[src/rtl/irq_pending.sv]
// Sticky 8-source request capture with a one-entry valid/ready output slot.
// Source 0 has the highest priority; overruns on an already-pending source are flagged.
module irq_pending #(
  parameter bit EDGE = 1'b1
) (
  input  logic       clk,
  input  logic       rst,
  input  logic       e,
  input  logic [7:0] i,
  input  logic [7:0] mask,
  output logic [2:0] y,
  output logic       valid,
  input  logic       ready,
  output logic [7:0] pend,
  output logic [7:0] ovf,
  input  logic       ovf_clr
);

  logic [7:0] i_d_q,   i_d_d;
  logic [7:0] pend_q,  pend_d;
  logic [7:0] ovf_q,   ovf_d;
  logic [2:0] y_q,     y_d;
  logic       valid_q, valid_d;

  logic [7:0] req;
  logic [7:0] set;
  logic [7:0] clr;
  logic [7:0] ovf_set;
  logic [2:0] sel_idx;
  logic       slot_free;
  logic       load;

  // Index of the lowest set bit; scanning downward lets the lowest index win.
  function automatic logic [2:0] lowest_idx(input logic [7:0] v);
    lowest_idx = 3'd0;
    for (int k = 7; k >= 0; k--) begin
      if (v[k]) lowest_idx = 3'(k);
    end
  endfunction

  function automatic logic [7:0] onehot8(input logic [2:0] idx);
    onehot8 = 8'd1 << idx;
  endfunction

  always_comb begin
    i_d_d     = i;
    req       = EDGE ? (i & ~i_d_q) : i;
    set       = req & mask & {8{e}};

    // Loads look only at the registered pend, so a fresh capture waits a cycle.
    slot_free = ~valid_q | ready;
    load      = e & slot_free & (|pend_q);
    sel_idx   = lowest_idx(pend_q);
    clr       = load ? onehot8(sel_idx) : 8'd0;

    // Set after clear so a request arriving on the bit being issued is kept.
    pend_d    = (pend_q & ~clr) | set;

    ovf_set   = set & pend_q & ~clr;
    ovf_d     = (ovf_q & ~{8{ovf_clr}}) | ovf_set;

    y_d       = y_q;
    valid_d   = valid_q;
    if (load) begin
      y_d     = sel_idx;
      valid_d = 1'b1;
    end else if (slot_free) begin
      valid_d = 1'b0;
    end
  end

  always_ff @(posedge clk) begin
    if (rst) begin
      i_d_q   <= 8'd0;
      pend_q  <= 8'd0;
      ovf_q   <= 8'd0;
      y_q     <= 3'd0;
      valid_q <= 1'b0;
    end else begin
      i_d_q   <= i_d_d;
      pend_q  <= pend_d;
      ovf_q   <= ovf_d;
      y_q     <= y_d;
      valid_q <= valid_d;
    end
  end

  assign y     = y_q;
  assign valid = valid_q;
  assign pend  = pend_q;
  assign ovf   = ovf_q;

endmodule
[config.mk]
export PLATFORM = sky130hd
export DESIGN_NAME = irq_pending
export DESIGN_NICKNAME = d
export VERILOG_FILES = /design/src/rtl/irq_pending.sv
export SDC_FILE = /design/constraint.sdc
export NUM_CORES = 1
export LEC_CHECK = 0
export CAP_MARGIN = 15
export CORE_AREA = 4 4 57 54
export CTS_CLUSTER_SIZE = 14
export DETAILED_ROUTE_END_ITERATION = 12
export DIE_AREA = 0 0 61 58
export PLACE_DENSITY = 0.92
export RECOVER_POWER = 100
export REMOVE_ABC_BUFFERS = 1
export SLEW_MARGIN = 40
export SYNTH_ARGS = -nofsm -noshare
export SYNTH_HDL_FRONTEND = slang
export SYNTH_SLANG_ARGS = --single-unit
[constraint.sdc]
create_clock -name clk -period 2.6 [get_ports clk]
set_input_delay 0.65 -clock clk [delete_from_list [all_inputs] [get_ports clk]]
set_output_delay 0.65 -clock clk [all_outputs]
set_load 0.01 [all_outputs]
==> results.yml <==
sta:
  post-route-period-util_pct: 86.33
  setup_tns_ps: 0
  hold_viol: 0
  relSlewSlack_pct: 47.07
  setup_violations: 0
  tightestPinTransition_ps: 794.0
  drv_slew: 0
  rsz0062_at_grt: "no"
  fin_skew_ps: 8.144
  period_needed_ps: 2245
  fmax_mhz: 445.5
cells_and_area:
  areaGrowthSynthToFinish_pct: 41.45
  post-route-util_pct: 66.56
  drive_above_1_share_pct: 5.521
  antenna_cells: 0
  stdcell_count: 191
  nets: 185
worst_setup_path:
  path_cells: "dlygate4sd3_1"
  path_class: "flip-flop to output pin"
  crit_family: "buffers and inverters"
  worstPathMaxFanout: 7
  critPathMaxStageDelay_ps: 670
  critPathArrivalTime_ps: 1590
  slowest_stage: "dlygate4sd3_1"
  crit_required_ps: 1950
  startpoint_type: "flip-flop"
  critPathBufInv: 1
  endpoint_kind: "output pin"
routing:
  detail_route.vias_per_cell: 5.901
  firstDrtPassIters: 4
  avgRoutedWirePerCell_um: 17.20
  routed-via-count: 1127
  ant_nets: 0
  routed_wl_um: 3285
  first_iter_violations: 23
  drc: 0
synth:
  synthFlopType: "dfxtp_1"
  synthArstFlopShare_pct: 0
  yosys.area.top_type_share_pct: 49.12
  synth.most_common_cell: "dfxtp_1"
  syn_inst: 121
  ys_seq_area_share_pct: 49.12
  yosysTopAreaCell: "dfxtp_1"
  syn_avg_cell_area_um2: 9.431
  synth_edf_count: 0
  synthDistinctLibCells: 29
  netlist_top_cells_area: "dfxtp_1, nand4b_1, a21oi_1"
  ys_ff_latch: 28
  yosys_warnings: 0
  syn_area_um2: 1141
  synth_common_cells: "dfxtp_1, a21oi_1"
floorplanning:
  ioPinCount: 41
  fp.dieArea_um2: 3538
  start_util_pct: 47.06
  fp.dieH_um: 58
  die_w_um: 61
  coreArea_um2: 2425
  rows: 17
clocking:
  cts_resized: 0
  htree_levels: 1
  cts_root_buf: "clkbuf_4"
  clk_latency_ps: 340
  tritoncts: "built"
  numCtsBuffers: 3
  clock_path_buffers: 2
  postCtsHoldBufs: 0
  clk_pin_slew_ps: 160
  cts_sinks: 28
  post_cts_buffers: 0
global_route:
  grt_util_all_layers_pct: 20.47
  grt_pass1_vias: 1181
  grt.busiest_layer: "met2"
  grt_use_met1_pct: 23.19
  grt_util_met2_pct: 36.34
  grt_pass1_wl_um: 5437
  grt_max_degree: 19
  grt_overflow_total: 0
  antenna_found_initial: 0
  met3_usage_pct: 4.454
power:
  leakagePower_nw: 0.6449
  p_total_uw: 883.3
  ir_drop_v: 0.0004426
  powerDensity_nw_per_um2: 547.3
status:
  status: "completed"
placement:
  hpwlAfterDp_um: 2457
  place_congestion: 0.8957
  portBuffers: 40
  numPlacedInstances: 187
flow_run:
  maxCapViolCount: 0
worst_hold_path:
  hold_class: "flip-flop to flip-flop"
## worst reg2reg max path, stage by stage, from the launching register on
cell	delay, ps
dfxtp_1	450
nor4_4	390
nand3_1	260
o31ai_1	410
a21oi_1	120
## metrics by stage
step           setup slack (ps)  cell area [µm²]  hold WS (ps)
2_1_floorplan              1137             1121         478.1
3_3_place_gp              577.2             1579         451.1
3_5_place_dp              383.1             1579         445.5
4_1_cts                   404.7             1632         477.0
5_1_grt                   261.8             1614         487.5
6_report                  355.3             1614         472.3
## layout make-up
cell class / count / area [µm²]
Fill cell: 203 / 810.8
Inverter: 4 / 15.01
Tap cell: 28 / 35.03
Multi-Input combinational cell: 84 / 535.5
Timing Repair Buffer: 43 / 415.4
Sequential cell: 28 / 560.5
Clock inverter: 1 / 30.03
Clock buffer: 3 / 22.52
## cells in the final DEF, fill, tap and decap left out, types with 5 or more instances in the layout
| cell | Yosys | layout |
|---|---|---|
| o21ai_0 | 9 | 9 |
| a21oi_1 | 13 | 13 |
| clkdlybuf4s50_1 | 0 | 18 |
| nor2_1 | 9 | 9 |
| nor2b_1 | 9 | 9 |
| nand4b_1 | 8 | 8 |
| o31ai_1 | 4 | 5 |
| dfxtp_1 | 28 | 28 |
| dlygate4sd3_1 | 0 | 22 |
| nand2_1 | 9 | 9 |
## logic make-up (layout without fill, tap and decap cells)
family	Yosys count	in the layout	synth area share [%]
AO/OA/AOI/OAI	34	34	20.72
buffers and inverters	9	51	3.069
flip-flops	28	28	49.12
AND/OR/NAND/NOR	50	50	27.08
## where the power goes
part	leakage, nW	total, mW	internal, mW	switching (mW)
sequential	0.229	0.459	0.446	0.0130
clock	0.0279	0.292	0.156	0.136
combinational	0.388	0.132	0.0676	0.0647
total	0.645	0.883	0.670	0.214
## final timing paths
check,from,end,slack [ps],cells after the start
worst max-delay path,pend[2],pend[2],360,1
worst min-delay path,ovf[7],ovf[7],470,2
worst max register to register,pend[2],pend[6],830,4
worst min register to register,ovf[7],ovf[7],470,2
## routing by layer
layer	routed length, µm	vias up
li1	-	523
met1	1229	523
met2	1683	69
met3	280	12
met4	91	0
met5	0	-
## state kept, by name, summed over array words and instances (netlist names)
register,cells
i_d_q,8
ovf,8
pend,8
y,3
valid,1
Note: power is estimated with default switching activity, not from simulation.
